**src/rtl/fifo_wr_arbiter_pkg.sv**
```systemverilog
// Shared types and helpers for the FIFO write-side arbiter.
package fifo_wr_arbiter_pkg;

  // Arbiter FSM state encodings.
  typedef enum logic [1:0] {
    ST_IDLE  = 2'd0,
    ST_GRANT = 2'd1,
    ST_FLUSH = 2'd2
  } state_e;

  // Width needed to hold values 0..n-1. Never returns less than 1 bit.
  function automatic int clog2_min1(input int n);
    return (n <= 2) ? 1 : $clog2(n);
  endfunction

endpackage

```
**src/rtl/fifo_wr_arbiter_rr_picker.sv**
```systemverilog
// Round-robin picker: returns the first set request bit at or after rr_ptr,
// wrapping at NREQ-1 back to 0. Purely combinational.
module fifo_wr_arbiter_rr_picker
  import fifo_wr_arbiter_pkg::*;
#(
  parameter int NREQ = 4
) (
  input  logic [NREQ-1:0]                req,
  input  logic [clog2_min1(NREQ)-1:0]    rr_ptr,
  output logic                           any,
  output logic [clog2_min1(NREQ)-1:0]    idx
);

  localparam int IW = clog2_min1(NREQ);

  // Scan requesters starting at rr_ptr; the first hit wins.
  always_comb begin
    // NOTE: every output gets a default before the loop, so no path through
    // this block leaves a value held over and no latch is inferred.
    any = 1'b0;
    idx = '0;
    for (int i = 0; i < NREQ; i++) begin
      int j;
      j = int'(rr_ptr) + i;
      if (j >= NREQ) j = j - NREQ;
      if (!any && req[IW'(j)]) begin
        any = 1'b1;
        idx = IW'(j);
      end
    end
  end

endmodule

```
**src/rtl/fifo_wr_arbiter.sv**
```systemverilog
// Write-side arbiter for the async FIFO: shares the FIFO insert port among
// NREQ producers with round-robin, burst-limited grants, and sequences flush
// requests so a flush never lands in the middle of a beat.
module fifo_wr_arbiter
  import fifo_wr_arbiter_pkg::*;
#(
  parameter int NREQ  = 4,
  parameter int WIDTH = 32,
  parameter int BURST = 4
) (
  input  logic                         clk_in,
  input  logic                         reset,
  input  logic [NREQ-1:0]              req,
  input  logic [NREQ*WIDTH-1:0]        req_data,
  output logic [NREQ-1:0]              ready,
  input  logic                         flush_req,
  input  logic                         full,
  output logic                         insert,
  output logic [WIDTH-1:0]             data_out,
  output logic                         flush,
  output logic [clog2_min1(NREQ)-1:0]  gnt_id,
  output logic                         busy
);

  localparam int IW = clog2_min1(NREQ);
  localparam int CW = clog2_min1(BURST);
  localparam logic [CW-1:0] BURST_LAST = CW'(BURST - 1);
  localparam logic [IW-1:0] PTR_LAST   = IW'(NREQ - 1);

  state_e          state;
  logic [IW-1:0]   rr_ptr;
  logic [CW-1:0]   burst_cnt;
  logic            pick_any;
  logic [IW-1:0]   pick_idx;
  logic [IW-1:0]   next_ptr;
  logic            in_grant;

  fifo_wr_arbiter_rr_picker #(.NREQ(NREQ)) u_rr_picker (
    .req    (req),
    .rr_ptr (rr_ptr),
    .any    (pick_any),
    .idx    (pick_idx)
  );

  assign in_grant = (state == ST_GRANT);
  // Rotation point after the current grant; explicit wrap handles NREQ that
  // is not a power of two.
  assign next_ptr = (gnt_id == PTR_LAST) ? '0 : gnt_id + 1'b1;

  // Handshake and data path: zero-latency accept for the granted requester.
  always_comb begin
    ready    = '0;
    data_out = '0;
    if (in_grant) begin
      ready[gnt_id] = ~full & ~flush_req;
      for (int i = 0; i < NREQ; i++) begin
        if (IW'(i) == gnt_id) data_out = req_data[i*WIDTH +: WIDTH];
      end
    end
  end

  // ready is zero outside GRANT and while full/flush_req, so insert can
  // never fire during a stall or a flush.
  assign insert = req[gnt_id] & ready[gnt_id];
  assign flush  = (state == ST_FLUSH);
  assign busy   = (state != ST_IDLE);

  // Arbitration FSM with grant pointer, round-robin pointer and burst count.
  always_ff @(posedge clk_in or negedge reset) begin
    if (!reset) begin
      state     <= ST_IDLE;
      rr_ptr    <= '0;
      burst_cnt <= '0;
      gnt_id    <= '0;
    end else begin
      // NOTE: non-blocking assignments here so every register in this block
      // updates from pre-edge values, independent of statement order.
      case (state)
        ST_IDLE: begin
          if (flush_req) begin
            state <= ST_FLUSH;
          end else if (pick_any) begin
            state     <= ST_GRANT;
            gnt_id    <= pick_idx;
            burst_cnt <= '0;
          end
        end

        ST_GRANT: begin
          if (flush_req) begin
            state  <= ST_FLUSH;
            rr_ptr <= next_ptr;
          end else if (!req[gnt_id]) begin
            state  <= ST_IDLE;
            rr_ptr <= next_ptr;
          end else if (insert) begin
            if (burst_cnt == BURST_LAST) begin
              state  <= ST_IDLE;
              rr_ptr <= next_ptr;
            end else begin
              burst_cnt <= burst_cnt + 1'b1;
            end
          end
          // full: hold grant, counter frozen.
        end

        ST_FLUSH: state <= ST_IDLE;

        default:  state <= ST_IDLE;
      endcase
    end
  end

endmodule

```
**config.mk**
```make
export PLATFORM = sky130hd
export DESIGN_NAME = fifo_wr_arbiter
export DESIGN_NICKNAME = d
export VERILOG_FILES = /design/src/rtl/fifo_wr_arbiter_pkg.sv /design/src/rtl/fifo_wr_arbiter_rr_picker.sv /design/src/rtl/fifo_wr_arbiter.sv
export SDC_FILE = /design/constraint.sdc
export NUM_CORES = 1
export LEC_CHECK = 0
export CAP_MARGIN = 10
export CELL_PAD_IN_SITES_DETAIL_PLACEMENT = 1
export CELL_PAD_IN_SITES_GLOBAL_PLACEMENT = 2
export CORE_ASPECT_RATIO = 1.2
export CORE_UTILIZATION = 14
export CTS_CLUSTER_SIZE = 24
export DETAILED_ROUTE_END_ITERATION = 10
export PLACE_DENSITY = 0.89
export SLEW_MARGIN = 5
export SYNTH_ARGS = -nofsm -noshare
export SYNTH_HDL_FRONTEND = slang
export SYNTH_HIERARCHICAL = 1
export SYNTH_SLANG_ARGS = --single-unit
```
**constraint.sdc**
```tcl
create_clock -name clk_in -period 4.67 [get_ports clk_in]
set_clock_uncertainty 0.1 [all_clocks]
set_input_delay 0.467 -clock clk_in [delete_from_list [all_inputs] [get_ports clk_in]]
set_output_delay 0.467 -clock clk_in [all_outputs]
set_load 0.05 [all_outputs]
```
==> summary.md, run 1 <==
| Metric | Value |
|---|---|
| Gpl congestion | 0.738 |
| Largest net degree at the start of global routing | 44 |
| Hold Crit Class | flop to flop |
| Max Fclk | 0.258 GHz |
| Post-synth top flop | dfrtp_1 |
| Sequential-to-total area share from yosys stat | 0.113 |
| Routed WL per cell | 15.5 um |
| Yosys top cell by area | a211o_1 |
| Post-Synthesis Cells | 267 |
| HPWL after DPL | 7.13 mm |
| Initial antenna violation count | 0 |
| Fillers | 1,499 |
| Slack of the critical path | 791 ps |
| Minimum clock period | 3880 ps |
| R2R Path Start | gnt_id[1] |
| Status | completed |
| CP Max Fanout | 23 |
| CTS tree | done |
| Share of cells above drive strength 1 | 0.0635 |
| Setup WS pre-CTS | 1040 ps |
| Die area | 0.0132 mm^2 |
| HP Start | burst_cnt[1] |
| Aggregate routed wire length | 9.08 mm |
| Nets@finish | 568 |
| Vias | 2,681 |
| Post-CTS Resized | 0 |
| Skew-Pair Late Insertion Delay | 230 ps |
| R2R setup slack | 1970 ps |
| Critical Path Source Type | flop |
| Core area | 0.0122 mm^2 |
| Top-count cell post-synth | nand2_1 |
| Synth warn | 6 |
| Max Cap Viol | 0 |
| TNS Setup | 0 ps |
| Initial Utilization | 0.145 |
| First-pass GRT wire length | 14.4 mm |
| Antenna Nets Post-Route | 0 |
| #FFs+latches synth | 8 |
| CP Launch Point | gnt_id[0] |
| CTS buffer count | 3 |
| LEAKAGE | 1.48 nW |
| Max IR drop VDD | 0.205 mV |
| Final Hold Fails | 0 |
| Worst Path Required | 4100 ps |
| CTS max path bufs | 2 |
| Most frequent cells after synthesis | nand2_1, inv_1, a21oi_1 |
| Setup CP Type | flop to output port |
| Ys async rst share | 1.00 |
| R2R depth | 6 |
| Footprint of the multi-input gates | 0.00133 mm^2 |
| Die Width | 105 um |
| Worst-margin pin slew | 683 ps |
| Post-synthesis cell type count | 40 |
| Vias in the first global route | 2,961 |
| Worst Path Arrival | 3310 ps |
| Initial DRC Count | 69 |
| Register area | 200 um^2 |
| Vias/cell | 4.58 |
| ANT cells | 0 |
| RSZ-0062 raised after global routing | no |
| Mapped cell area | 0.00178 mm^2 |
| PD cells | 424 mW/mm^2 |
| Post-CTS Setup Inserts | 0 |
| Final setup fails | 0 |
| Syn Area/Cell | 6.66 um^2 |
| Hold Buf Count CTS | 0 |
| Syn nets | 408 |
| Nature of the critical path endpoint | output port |
| Top Ports | 177 |
| Crit path to | data_out[11] |
| Htree depth | 1 |
| Slew headroom | 0.538 |
| Residual DRC count | 0 |
| Clock-pin slew on the worst setup and hold paths | 40 ps |
| Synth area leaders | a211o_1, a221oi_1, dfrtp_1 |
| Iteration count of the initial detailed-routing pass | 4 |
| Max-slew violations | 0 |
| Root Buffer | clkbuf_16 |
| Area growth syn-to-layout | 112% |
| Port Buffer Count | 176 |
| Post-synth top area share | 0.158 |
| Number of enable flip-flop cells after synthesis | 0 |
| GRT Util Overall | 0.135 |
| Final period util | 0.831 |
| Global route overflow | 0 |
| Clk sinks | 8 |
| Row count | 44 |
| Height of the die | 125 um |
| Worst R2R End | rr_ptr[0] |
==> flip-flops by register name, indices dropped and copies added (netlist names) <==
name / flops
burst_cnt: 2
gnt_id: 2
rr_ptr: 2
state: 2
==> where the power goes <==
part	internal (mW)	switching, mW	leakage, nW
logic	0.586	0.734	1.34
registers	0.0904	0.0397	0.101
clock network	0.111	0.0356	0.0370
total	0.787	0.809	1.48
==> critical path, stage by stage (launching register included) <==
cell	delay, ps
dfrtp_1	480
inv_1	180
ha_1	260
nor2b_2	480
buf_12	240
a221oi_1	90
a211o_1	290
a21oi_1	210
clkdlybuf4s50_1	840
==> worst min path at each step <==
stage | endpoint | slack [ps] | cells after the start
after global placement | burst_cnt[0] | 420 | 2
after global routing | gnt_id[1] | 490 | 1
after floorplan | burst_cnt[0] | 70 | 0
after CTS | burst_cnt[1] | 440 | 2
final | burst_cnt[1] | 440 | 2
after detailed placement | burst_cnt[1] | 440 | 2
==> routing by layer <==
layer / share of wire / up-vias / track usage
li1: - / 1295 / -
met1: 0.39 / 1262 / 0.142
met2: 0.53 / 109 / 0.266
met3: 0.062 / 15 / 0.0271
met4: 0.019 / 0 / 0.0356
met5: 0 / - / 0
==> layout by cell type (no fill, tap or decap), types with 3 or more instances in the layout <==
cell             netlist  layout
a211o_1               32      32
a21oi_1               36      36
a221oi_1              31      31
and2_1                 4       4
buf_4                  1       6
clkbuf_16              0       3
clkdlybuf4s50_1        0     173
dfrtp_1                8       8
ha_1                   5       3
inv_1                 37      37
mux2_2                 4       4
mux2i_1                3       3
nand2_1               42      42
nor2_1                 5       5
nor2b_1                5       4
o21ai_0                4       4
==> metrics by stage <==
step / cell area (um^2) / cells / hold slack, ps / util / power (mW)
finish: 3770 / 586 / 437 / 0.308 / 1.60
global route: 3770 / 586 / 487 / 0.308 / 1.72
CTS: 3770 / 586 / 444 / 0.308 / 1.63
detailed placement: 3690 / 583 / 438 / 0.302 / 1.47
global placement: 3690 / 583 / 417 / 0.302 / 1.44
floorplan: 1780 / 267 / 71.4 / - / 1.02
==> cells by family after synthesis <==
family / count (synthesis) / share of synthesized area
adders and majority gates: 5 / 0.0352
AOI/OAI and AO/OA: 111 / 0.460
buffers and inverters: 65 / 0.146
and+or+nand+nor: 70 / 0.192
DFF: 8 / 0.113
muxes: 8 / 0.0549
==> cell type report <==
type,instances,share of cell area
Sequential cell,8,0.0532
Inverter,39,0.0389
Clock buffer,3,0.0199
Tap cell,161,0.0535
Timing Repair Buffer,181,0.482
Multi-Input combinational cell,194,0.352
Note: power is estimated with default switching activity, not from simulation.
==> run 2: changes to the inputs <==
CORE_UTILIZATION = 12   (was 14)
PLACE_DENSITY = 0.82   (was 0.89)
clock period = 3.32 ns   (was 4.67 ns; I/O delays follow)
==> run 2 against run 1 <==
  * Via count about the same
  * Wire length grew 8.9%
  * Sequential share of layout area down 0.51 points
  * First-iteration DRC count did not move
  * Sequential power grew 29%
  * Cell area increased by 10%
  * Register-to-register slack got worse by 1200 ps
  * Non-clock buffer count is 2 higher
  * Core utilization is 1.9 points lower
  * Flip-flop and latch count unchanged
==> summary.md, run 2 (synthesized netlist as in run 1, its figures left out) <==
| Metric | Value |
|---|---|
| Status | completed |
| Minimum clock period | 2950 ps |
| Skew-Pair Late Insertion Delay | 230 ps (about the same) |
| Met3 usage | 0.0371 (+0.0100) |
| Htree depth | 1 (unchanged) |
| Die Width | 113 um (+7.9%) |
| Post-CTS Resized | 0 (unchanged) |
| Max Cap Viol | 0 (unchanged) |
| Area growth syn-to-layout | 134% |
| Height of the die | 135 um (+7.9%) |
| Met1 Use GR | 0.131 (-0.0109) |
| LEAKAGE | 1.64 nW (+11%) |
| CP Max Fanout | 31 (+35%) |
| Core area | 0.0144 mm^2 (+18%) |
| Worst R2R End | burst_cnt[0] |
| Post-CTS Setup Inserts | 0 (unchanged) |
| Max IR drop VDD | 0.206 mV (+0.59%) |
| Top Ports | 177 (unchanged) |
| Initial DRC Count | 69 (unchanged) |
| Setup CP Type | flop to output port |
| Final Util | 0.289 (-0.0194) |
| Max-slew violations | 0 (unchanged) |
| Vias/cell | 4.46 (-2.6%) |
| Global route overflow | 0 (unchanged) |
| Aggregate routed wire length | 9.89 mm (+8.9%) |
| Residual DRC count | 0 (unchanged) |
| Final std cells w/o fill | 602 (+2.7%) |
| Most Crowded Layer GR | met2 |
| Critical Path Source Type | flop |
| Initial antenna violation count | 0 (unchanged) |
| Clock-pin slew on the worst setup and hold paths | 40 ps (about the same) |
| Most frequent cells in the layout | clkdlybuf4s50_1, nand2_1, inv_1 |
| Worst Path Arrival | 2510 ps (-800 ps) |
| Commonest non-fill, non-tap cell in the layout | clkdlybuf4s50_1 |
| Routed WL per cell | 16.4 um (+6.0%) |
| Gpl congestion | 0.788 (+6.8%) |
| Antenna Nets Post-Route | 0 (unchanged) |
| First-pass GRT wire length | 15.3 mm (+6.0%) |
| Hold Crit Class | input pin to asynchronous set/reset pin |
| Clk sinks | 8 (unchanged) |
| R2R depth | 8 (+2) |
| Hold Buf Count CTS | 0 (unchanged) |
| Root Buffer | clkbuf_16 |
| Largest net degree at the start of global routing | 50 (+14%) |
| Met2 usage | 0.256 (-0.0101) |
| TNS Setup | 0 ps (unchanged) |
| Port Buffer Count | 176 (unchanged) |
| Setup WS pre-CTS | 590 ps (-454 ps) |
| Nature of the critical path endpoint | output port |
| Final Hold Fails | 0 (unchanged) |
| Final setup fails | 0 (unchanged) |
| Total power | 2.46 mW (+54%) |
| R2R setup slack | 740 ps (-1230 ps) |
| Share of cells above drive strength 1 | 0.166 (+0.103) |
| Worst Path Required | 2890 ps (-1210 ps) |
| CTS tree | done |
| Slack of the critical path | 374 ps (-417 ps) |
| RSZ-0062 raised after global routing | no |
| R2R Path Start | gnt_id[1] |
| ANT cells | 0 (unchanged) |
| Die area | 0.0153 mm^2 (+16%) |
| Max Fclk | 0.339 GHz |
| Vias in the first global route | 3,017 (+1.9%) |
| CTS buffer count | 3 (unchanged) |
| CTS max path bufs | 2 (unchanged) |
| Row count | 48 (+9.1%) |
| Nets@finish | 570 (+0.35%) |
| Final period util | 0.887 |
| GRT Util Overall | 0.128 (-0.00698) |
| Placed Instances | 599 (+2.7%) |
| Iteration count of the initial detailed-routing pass | 4 (unchanged) |
| HPWL after DPL | 7.84 mm (+9.9%) |
| Slew headroom | 0.539 (+0.000565) |
| CP Launch Point | gnt_id[0] |
| Initial Utilization | 0.123 (-0.0221) |
| PD cells | 591 mW/mm^2 (+39%) |
| Worst-margin pin slew | 682 ps (-0.835 ps) |
| Vias | 2,682 (+0.037%) |
==> run 2: cell type report <==
type,instances,area [um^2]
Clock buffer,3,75.1
Fill cell,1699,10300
Inverter,39,146
Multi-Input combinational cell,194,1370
Sequential cell,8,200
Tap cell,175,219
Timing Repair Buffer,183,2150
==> run 2: critical path: stages (launching register included) <==
cell and delay (ps):
dfrtp_1 460, inv_1 160, ha_1 240, nor2b_2 160
buf_4 360, a221oi_1 130, a211o_1 310, a21oi_1 270
buf_12 180
==> run 2: where the power goes <==
group | leakage, nW | switching, mW | internal, mW
clock network | 0.0370 | 0.0463 | 0.155
logic | 1.50 | 1.12 | 0.968
registers | 0.101 | 0.0407 | 0.127
total | 1.64 | 1.21 | 1.25
==> run 2: how the worst max path moves through the flow <==
stage	endpoint	slack [ps]
after global placement	ready[0]	630
after CTS	data_out[20]	320
after detailed placement	data_out[20]	590
after floorplan	data_out[20]	100
final	data_out[31]	370
after global routing	data_out[31]	160
==> run 2: through the flow <==
step	hold slack (ps)	area [um^2]
6_report	288	4160
5_1_grt	311	4160
4_1_cts	310	4160
3_5_place_dp	436	4090
3_3_place_gp	419	4090
2_1_floorplan	-63.6	1820
==> run 2: metal layers <==
| metal | up-vias | wire length [um] |
|---|---|---|
| met5 | - | 0 |
| met4 | 0 | 104 |
| met3 | 10 | 751 |
| met2 | 111 | 5340 |
| met1 | 1264 | 3690 |
| li1 | 1297 | - |
